### config.mk
export PLATFORM = sky130hd
export DESIGN_NAME = sensor_power_down_flat
export DESIGN_NICKNAME = d
export VERILOG_FILES = /design/src/rtl/sensor_power_down_pkg.sv /design/src/rtl/sensor_power_down_if.sv /design/src/rtl/sensor_power_down_dwell_timer.sv /design/src/rtl/sensor_power_down.sv /design/src/flat_wrapper.sv
export SDC_FILE = /design/constraint.sdc
export NUM_CORES = 1
export LEC_CHECK = 0
export ABC_CLOCK_PERIOD_IN_PS = 3400
export CAP_MARGIN = 20
export CORE_MARGIN = 2
export CORE_UTILIZATION = 31
export DETAILED_ROUTE_END_ITERATION = 12
export PLACE_DENSITY = 0.49
export SLEW_MARGIN = 20
export SYNTH_ARGS = -nofsm -noshare
export SYNTH_HDL_FRONTEND = slang
export SYNTH_HIERARCHICAL = 1
export SYNTH_SLANG_ARGS = --single-unit
### constraint.sdc
create_clock -name clock -period 3.4 [get_ports clock]
set_input_delay 0.34 -clock clock [delete_from_list [all_inputs] [get_ports clock]]
set_output_delay 0.34 -clock clock [all_outputs]
set_load 0.1 [all_outputs]
### src/rtl/sensor_power_down_pkg.sv
// Shared types and defaults for the sensor power sequencers.
// Both the power-up and power-down blocks use these.
package sensor_pwr_pkg;

  typedef enum logic [3:0] {
    IDLE,
    RST,
    CLK,
    SLVS,
    VDD,
    VDDIO,
    VAA,
    PLL,
    OFF
  } pwr_state_t;

  localparam int DEFAULT_RST_CYCLES  = 500;
  localparam int DEFAULT_CLK_CYCLES  = 500;
  localparam int DEFAULT_RAIL_CYCLES = 500;

  function automatic logic is_sequencing(pwr_state_t s);
    return (s != IDLE) && (s != OFF);
  endfunction

endpackage

### src/rtl/sensor_power_down_if.sv
// Control and permit bundle between the power-down sequencer and its host.
interface sensor_power_down_if;

  logic start;
  logic kill;
  logic clear;
  logic done;
  logic busy;
  logic off;
  logic keep_reset_bar;
  logic keep_extclk;
  logic keep_vdd_slvs;
  logic keep_vdd;
  logic keep_vdd_io;
  logic keep_vaa;
  logic keep_vdd_pll;

  modport master (
    output start, kill, clear,
    input  done, busy, off,
    input  keep_reset_bar, keep_extclk, keep_vdd_slvs, keep_vdd,
    input  keep_vdd_io, keep_vaa, keep_vdd_pll
  );

  modport slave (
    input  start, kill, clear,
    output done, busy, off,
    output keep_reset_bar, keep_extclk, keep_vdd_slvs, keep_vdd,
    output keep_vdd_io, keep_vaa, keep_vdd_pll
  );

endinterface

### src/rtl/sensor_power_down_dwell_timer.sv
// Dwell counter: restarts from zero on clear and flags the last cycle of an N-cycle dwell.
module sensor_dwell_timer #(
  parameter int CNT_W = 32
) (
  input  logic             clock,
  input  logic             reset_n,
  input  logic             clear,
  input  logic [CNT_W-1:0] n,
  output logic             expire
);

  logic [CNT_W-1:0] count;

  always_ff @(posedge clock or negedge reset_n) begin
    if (!reset_n) begin
      count <= '0;
    end else if (clear) begin
      count <= '0;
    end else begin
      count <= count + CNT_W'(1);
    end
  end

  assign expire = (count == (n - CNT_W'(1)));

endmodule

### src/rtl/sensor_power_down.sv
// Sensor power-down sequencer: removes reset, extclk and rails in reverse power-up order,
// with an immediate kill path to OFF.
module sensor_power_down
  import sensor_pwr_pkg::*;
#(
  parameter int RST_CYCLES  = DEFAULT_RST_CYCLES,
  parameter int CLK_CYCLES  = DEFAULT_CLK_CYCLES,
  parameter int RAIL_CYCLES = DEFAULT_RAIL_CYCLES,
  parameter int CNT_W       = 32
) (
  input  logic                clock,
  input  logic                reset_n,
  sensor_power_down_if.slave  pd
);

  pwr_state_t       state;
  pwr_state_t       state_next;
  logic [CNT_W-1:0] dwell;
  logic             expire;
  logic             timer_clear;
  logic             done_q;

  always_comb begin
    dwell = CNT_W'(RAIL_CYCLES);
    case (state)
      RST:     dwell = CNT_W'(RST_CYCLES);
      CLK:     dwell = CNT_W'(CLK_CYCLES);
      default: dwell = CNT_W'(RAIL_CYCLES);
    endcase
  end

  // Restart the dwell on every state change; idle/off states hold it at zero.
  assign timer_clear = (state_next != state) || !is_sequencing(state);

  sensor_dwell_timer #(.CNT_W(CNT_W)) u_timer (
    .clock   (clock),
    .reset_n (reset_n),
    .clear   (timer_clear),
    .n       (dwell),
    .expire  (expire)
  );

  always_ff @(posedge clock or negedge reset_n) begin
    if (!reset_n) begin
      state  <= IDLE;
      done_q <= 1'b0;
    end else begin
      state  <= state_next;
      done_q <= (state_next == OFF) && (state != OFF);
    end
  end

  always_comb begin
    state_next = state;
    if (state == OFF) begin
      if (pd.clear) state_next = IDLE;
    end else if (pd.kill) begin
      state_next = OFF;
    end else begin
      case (state)
        IDLE:    if (pd.start) state_next = RST;
        RST:     if (expire)   state_next = CLK;
        CLK:     if (expire)   state_next = SLVS;
        SLVS:    if (expire)   state_next = VDD;
        VDD:     if (expire)   state_next = VDDIO;
        VDDIO:   if (expire)   state_next = VAA;
        VAA:     if (expire)   state_next = PLL;
        PLL:     if (expire)   state_next = OFF;
        default: state_next = IDLE;
      endcase
    end
  end

  // OFF encodes highest, so each ordered compare already forces its permit low in OFF.
  assign pd.keep_reset_bar = (state == IDLE);
  assign pd.keep_extclk    = (state <= RST);
  assign pd.keep_vdd_slvs  = (state <= CLK);
  assign pd.keep_vdd       = (state <= SLVS);
  assign pd.keep_vdd_io    = (state <= VDD);
  assign pd.keep_vaa       = (state <= VDDIO);
  assign pd.keep_vdd_pll   = (state <= VAA);

  assign pd.busy = is_sequencing(state);
  assign pd.off  = (state == OFF);
  assign pd.done = done_q;

endmodule

### src/flat_wrapper.sv
// flat-port wrapper written by rule: the top's interface ports become plain ports
module sensor_power_down_flat import sensor_pwr_pkg::*;
#(
  parameter int RST_CYCLES  = DEFAULT_RST_CYCLES,
  parameter int CLK_CYCLES  = DEFAULT_CLK_CYCLES,
  parameter int RAIL_CYCLES = DEFAULT_RAIL_CYCLES,
  parameter int CNT_W       = 32
)
  (clock, reset_n, pd_start, pd_kill, pd_clear, pd_done, pd_busy, pd_off, pd_keep_reset_bar, pd_keep_extclk, pd_keep_vdd_slvs, pd_keep_vdd, pd_keep_vdd_io, pd_keep_vaa, pd_keep_vdd_pll);
  sensor_power_down_if pd_i ();
  input  logic clock;
  input  logic reset_n;
  input wire logic [$bits(pd_i.start)-1:0] pd_start;
  input wire logic [$bits(pd_i.kill)-1:0] pd_kill;
  input wire logic [$bits(pd_i.clear)-1:0] pd_clear;
  output wire logic [$bits(pd_i.done)-1:0] pd_done;
  output wire logic [$bits(pd_i.busy)-1:0] pd_busy;
  output wire logic [$bits(pd_i.off)-1:0] pd_off;
  output wire logic [$bits(pd_i.keep_reset_bar)-1:0] pd_keep_reset_bar;
  output wire logic [$bits(pd_i.keep_extclk)-1:0] pd_keep_extclk;
  output wire logic [$bits(pd_i.keep_vdd_slvs)-1:0] pd_keep_vdd_slvs;
  output wire logic [$bits(pd_i.keep_vdd)-1:0] pd_keep_vdd;
  output wire logic [$bits(pd_i.keep_vdd_io)-1:0] pd_keep_vdd_io;
  output wire logic [$bits(pd_i.keep_vaa)-1:0] pd_keep_vaa;
  output wire logic [$bits(pd_i.keep_vdd_pll)-1:0] pd_keep_vdd_pll;
  assign pd_i.start = pd_start;
  assign pd_i.kill = pd_kill;
  assign pd_i.clear = pd_clear;
  assign pd_done = pd_i.done;
  assign pd_busy = pd_i.busy;
  assign pd_off = pd_i.off;
  assign pd_keep_reset_bar = pd_i.keep_reset_bar;
  assign pd_keep_extclk = pd_i.keep_extclk;
  assign pd_keep_vdd_slvs = pd_i.keep_vdd_slvs;
  assign pd_keep_vdd = pd_i.keep_vdd;
  assign pd_keep_vdd_io = pd_i.keep_vdd_io;
  assign pd_keep_vaa = pd_i.keep_vaa;
  assign pd_keep_vdd_pll = pd_i.keep_vdd_pll;
  sensor_power_down #(.RST_CYCLES(RST_CYCLES), .CLK_CYCLES(CLK_CYCLES), .RAIL_CYCLES(RAIL_CYCLES), .CNT_W(CNT_W)) u_core (.clock(clock), .reset_n(reset_n), .pd(pd_i));
endmodule
# --- Word-level counts from Yosys, hierarchy flattened ---
# Index checks and enable logic that the tools add are counted.
classes:
  addsub: 1
  n_lt_le_gt_ge: 6
  n_eq_ne: 12
  mux: 13
  reduce_logical: 6
ops:
  columns: ["operator", "n"]
  rows:
  - ["2-to-1 mux 4 bit", 11]
  - ["adder 32 x 1 -> 32 bit, second input constant", 1]
  - ["equality test 32 x 9 -> 1 bit, second input constant", 1]
  - ["2-to-1 mux 32 bit", 1]
  - ["one-hot mux 4 bit (8 select lines)", 1]
  - ["equality test 4 x 3 -> 1 bit, second input constant", 4]
  - ["less-or-equal comparator 4 x 3 -> 1 bit, second input constant", 3]
  - ["equality test 4 x 2 -> 1 bit, second input constant", 2]
  - ["equality test 4 bit, second input constant", 2]
  - ["less-or-equal comparator 4 x 2 -> 1 bit, second input constant", 2]
  - ["equality test 4 x 1 -> 1 bit, second input constant", 1]
  - ["less-or-equal comparator 4 x 1 -> 1 bit, second input constant", 1]
  - ["logical NOT 4 bit", 1]
  - ["!= test 4 bit", 1]
  - ["!= test 4 bit, second input constant", 1]
  - ["nonzero test 4 bit", 1]
  - ["logical AND 1 bit", 2]
  - ["logical NOT 1 bit", 1]
  - ["logical OR 1 bit", 1]
word_totals:
  ff_bits: 37
  inputBits: 5
  output_inout_bits: 10
  word_cells: 41

# --- Logic depth before layout (Yosys ltp) ---
depth:
  word_depth: 8
  ltp_mapped: 13
  ltp_nobuf: 12

# --- Cells and area by module ---
# The synthesis kept the hierarchy.
by_module_without_submodules:
  columns: ["module", "instances", "cells_per_inst", "area_each_um2", "seq_area_each_um2"]
  rows:
  - ["sensor_dwell_timer", 1, 323, 2710.1, 800.8]
  - ["sensor_power_down", 1, 40, 376.6, 125.1]

# --- Least setup slack after synthesis ---
# OpenSTA, ideal clock, no wires.
synth_path:
  kind: "flip-flop to output port"
  start: "register u_core.state[2]"
  end: "output port pd_keep_vdd_io"
  t_arrival_ns: 3.792
  required_time_ns: 3.060
  path_slack_ns: -0.732
  path_stages_with_launch: 4
  n_path_buf: 1
  path_cell_list: "dfrtp_1 buf_6 a21oi_2 a21boi_0"
synth_via:
  elab_chain_len: 1
synth_rtl:
  columns: ["item", "line", "rtl"]
  rows:
  - ["from (decl)", "sensor_power_down.sv:16", "pwr_state_t state;"]
  - ["from (signal assigned)", "sensor_power_down.sv:48", "state <= state_next;"]
  - ["less-or-equal comparator 4 x 3 -> 1 bit", "sensor_power_down.sv:79", "assign pd.keep_vdd_io = (state <= VDD);"]
  - ["to (decl)", "flat_wrapper.sv:23", "output wire logic [$bits(pd_i.keep_vdd_io)-1:0] pd_keep_vdd_io;"]
# No other way between the ends.

# --- Worst setup path in the final report ---
layout_path:
  start: "register u_core.u_timer.count[19]"
  end: "register u_core.u_timer.count[20]"
layout_via:
  elab_chain_len: 8
  word_cells_on_any_way: 15
  classes_between: "add/sub (1); eq/ne (2); mux (11); reduce/logical (1)"
layout_rtl:
  columns: ["item", "line", "rtl"]
  rows:
  - ["from (decl)", "sensor_power_down_dwell_timer.sv:12", "logic [CNT_W-1:0] count;"]
  - ["from (signal assigned)", "sensor_power_down_dwell_timer.sv:20", "count <= count + CNT_W'(1);"]
  - ["equality test 32 x 9 -> 1 bit (*)", "sensor_power_down_dwell_timer.sv:24", "assign expire = (count == (n - CNT_W'(1)));"]
  - ["via u_core.expire", "sensor_power_down.sv:19", "logic expire;"]
  - ["2-to-1 mux 4 bit, or another cell as far along", "sensor_power_down.sv:68", "PLL: if (expire) state_next = OFF;"]
  - ["one-hot mux 4 bit (8 select lines) (*)", "sensor_power_down.sv:60", "case (state)"]
  - ["2-to-1 mux 4 bit (*)", "sensor_power_down.sv:57", "end else if (pd.kill) begin"]
  - ["2-to-1 mux 4 bit (*)", "sensor_power_down.sv:55", "if (state == OFF) begin"]
  - ["!= test 4 bit (*)", "sensor_power_down.sv:33", "assign timer_clear = (state_next != state) || !is_sequencing(state);"]
  - ["logical OR 1 bit (*)", "sensor_power_down.sv:33", null]
  - ["via u_core.timer_clear", "sensor_power_down.sv:20", "logic timer_clear;"]
  - ["2-to-1 mux 32 bit (*)", "sensor_power_down_dwell_timer.sv:17", "end else if (clear) begin"]
# Mark *: on every way through the listed nets, which the timed path passes. The rest lies on a longest branch.

==> metrics.md <==
| Metric | Value |
|---|---|
| Status | `complete, no violations` |
| Final setup vio count | `0` |
| Least-Margin Pin Slew | `0.974 ns` |
| Synth Instances | `363` |
| Layout Cells excl Fill | `626` |
| Die width | `104 um` |
| Max FO, Critical Path | `32` |
| Final HPWL DP | `5.38 mm` |
| Setup tns final | `0 ns` |
| Logic gate share of total power | `32.1%` |
| Worst setup EP type | `register` |
| Sequential power share | `40.8%` |
| Die area | `10800 um2` |
| Final Power | `1.13 mW` |
| Final Hold Viols | `0` |
| Fin nets | `499` |
| Min Hold Slack | `0.163 ns` |
| WL/cell | `11.0 um` |
| Setup repair bufs after CTS | `0` |
| Crit path time final | `2.95 ns` |
| Vias per cell | `4.26` |
| Final antenna diode count | `0` |
| Max Freq | `339 MHz` |
| Post-Place Cells | `618` |
| Net Sw Frac | `40.1%` |
| Core Area | `9730 um2` |
| Fin. max-slew vios | `0` |
| CTS tree | `built` |
| Number of synthesized flops with an enable pin | `0` |
| Synth Register Bits | `37` |
| P_leak | `1.65 nW` |
| Core Util, Final | `39.7%` |
| Worst-path clk slew | `0.08 ns` |
| Num CTS Buffers | `5` |
| Final WL | `6.89 mm` |
| Placed Area | `3780 um2` |
| DRT iter0 DRCs | `93` |
| Overflow after GRT | `0` |
| Die height | `104 um` |
| WP data required | `3.57 ns` |
| Mean post-synth cell area | `8.50 um2` |
| Hold WC Path Type | `primary input to asynchronous set/reset pin` |
| Gpl congestion | `0.795` |
| Synth top area share | `30.0%` |
| First-pass GRT wire length | `11.7 mm` |
| Residual DRC count | `0` |
| VDD IR-drop max | `0.339 mV` |
| Tcrit/Tclk final | `86.8%` |
| Internal Power | `0.675 mW` |
| # Max-Cap Violations | `0` |
| Design Area, Final | `3860 um2` |
| I/O pins | `15` |
| Post-CTS resize count | `0` |
| Seq/Total Area, Yosys | `30.0%` |
| Max clock buf depth | `2` |
| Clk_lat worst skew | `0.29 ns` |
| Synth unique cells | `61` |
| Root buffer cell | `clkbuf_8` |
| Hold-fix buffers at CTS | `0` |
| Layout cell share with drive strength beyond 1 | `8.52%` |
| Num rows | `36` |
| # H-tree levels | `2` |
| Synthesis-to-layout area growth | `25.0%` |
| Vias in the first global route | `2444` |
| CP Launch Type | `register` |
| RSZ-0062 raised after global routing | `false` |
| Port bufs | `14` |
| Synth area leader | `dfrtp_1` |
| All-Layer GR Usage | `13.3%` |
| Net Sw Power | `0.451 mW` |
| Post-Place Setup Slack | `0.436 ns` |
| Synth Warn # | `6` |
| Ys async rst share | `100%` |
| Initial antenna violation count | `0` |
| Worst slew margin | `34.9%` |
| Power Density | `292 nW/um2` |
| Worst endpoint data arrival time | `3.12 ns` |
| Initial Utilization | `31.7%` |
| Mapped Area | `3090 um2` |
| Pin count of the biggest net entering global routing | `38` |
| Antenna viol nets, final | `0` |
| DR pass1 iterations | `4` |
| Crit path kind | `register to register` |
| Final worst setup slack | `0.448 ns` |
| Sinks on Clock Net | `37` |
| Via Count | `2669` |
| Top post-synthesis cells by area | `dfrtp_1 (30%), xor2_1 (11%), xnor2_1 (7.4%)` |
| Clock group share of total power | `27.0%` |
| Worst Skew | `0.00839 ns` |
| Ys flop type | `dfrtp_1` |
-- synthesized netlist by cell type, types with 2 or more instances --
cell,n
or2_2,2
nor2_1,49
nor4b_1,2
or3_1,6
nor4_2,3
nand2_1,24
a21oi_1,8
mux2i_1,5
xnor2_1,26
and3_1,6
o21ai_0,5
nand3b_1,2
conb_1,2
or4_1,4
a221o_1,2
nand3_1,21
nor4_1,6
o22ai_1,2
xor2_1,39
nor2b_1,5
clkbuf_1,9
nor3b_1,4
nor3_1,18
ha_1,2
buf_2,2
nor3_2,2
dfrtp_1,37
buf_6,3
o31ai_1,3
a211oi_1,4
nand4_1,15
o21a_1,3
o21ai_1,2
or3b_2,3
inv_1,9
nor4_4,2
a31oi_1,2
-- cell families after synthesis --
group	Yosys count	synth area share, %
other	2	0.243
multiplexers	5	1.62
XOR/XNOR	65	18.4
adder cells (fa/ha/maj)	2	0.811
AO/OA/AOI/OAI	46	10.9
buffers and inverters	23	3.61
flip-flops	37	30.0
AND/OR/NAND/NOR	183	34.4
-- area by class of cell --
cell class	instances	area (um2)
Clock inverter	2	10.0
Sequential cell	37	926
Inverter	9	33.8
Tap cell	133	166
Multi-Input combinational cell	422	2500
Timing Repair Buffer	17	148
Fill cell	1037	5870
Clock buffer	6	72.6
-- sequential cells by signal, indices dropped and copies added (netlist names) --
register / count
u_core/u_timer/count: 32
u_core/pd.done: 1
u_core/state: 4
-- cell usage in the layout, fill, tap and decap left out, drive strengths merged, types with 3 or more instances in the layout --
master / netlist / layout
nand3: 22 / 22
nor2b: 5 / 5
clkdlybuf4s50: 0 / 4
or3b: 3 / 3
o21ai: 7 / 7
conb: 2 / 121
nand2: 24 / 24
mux2i: 5 / 5
buf: 5 / 13
xnor2: 26 / 26
dfrtp: 37 / 37
xor2: 39 / 39
nor3: 20 / 20
nor4b: 4 / 4
or4: 5 / 5
clkbuf: 9 / 6
inv: 9 / 9
nand4: 16 / 16
o31ai: 3 / 3
nor4: 11 / 11
or3: 7 / 7
a21oi: 9 / 9
nor3b: 5 / 5
a211oi: 4 / 4
and3: 6 / 6
o21a: 3 / 3
nor2: 49 / 49
-- per-layer routing --
metal  global-route usage [%]  share of wire (%)
met1                     18.2                 51
met2                     22.2                 45
met3                     1.38                2.4
met4                     3.76                1.2
met5                        0                  0
-- critical path, stage by stage (launching register included) --
cell	delay, ns
dfrtp_1	0.43
xor2_1	0.20
o21ai_1	0.10
or4b_1	0.45
a31o_1	0.21
a2111o_1	0.46
nor4b_2	0.49
nor3_1	0.10
nand2_1	0.13
buf_12	0.20
a21oi_1	0.07
-- power groups by stage --
stage / clock network, mW / registers (mW) / logic (mW)
finish: 0.304 / 0.460 / 0.362
global placement: 0 / 0.469 / 0.355
floorplan: 0 / 0.465 / 0.301
detailed placement: 0 / 0.469 / 0.355
global route: 0.335 / 0.462 / 0.387
CTS: 0.313 / 0.460 / 0.356
-- worst paths after layout --
check	start	endpoint	slack [ns]	cells after the start
worst max-delay path	u_core/u_timer/count[19]$_DFF_PN0_	u_core/u_timer/count[20]$_DFF_PN0_	0.45	10
max in group asynchronous	reset_n	u_core/state[3]$_DFF_PN0_	2.69	1
min in group clock	u_core/u_timer/count[0]$_DFF_PN0_	u_core/u_timer/count[0]$_DFF_PN0_	0.54	1
worst min register to register	u_core/u_timer/count[0]$_DFF_PN0_	u_core/u_timer/count[0]$_DFF_PN0_	0.54	1
worst max register to register	u_core/u_timer/count[19]$_DFF_PN0_	u_core/u_timer/count[20]$_DFF_PN0_	0.45	10
worst min-delay path	reset_n	u_core/u_timer/count[29]$_DFF_PN0_	0.16	1
Power figures use the tool's default switching activity.
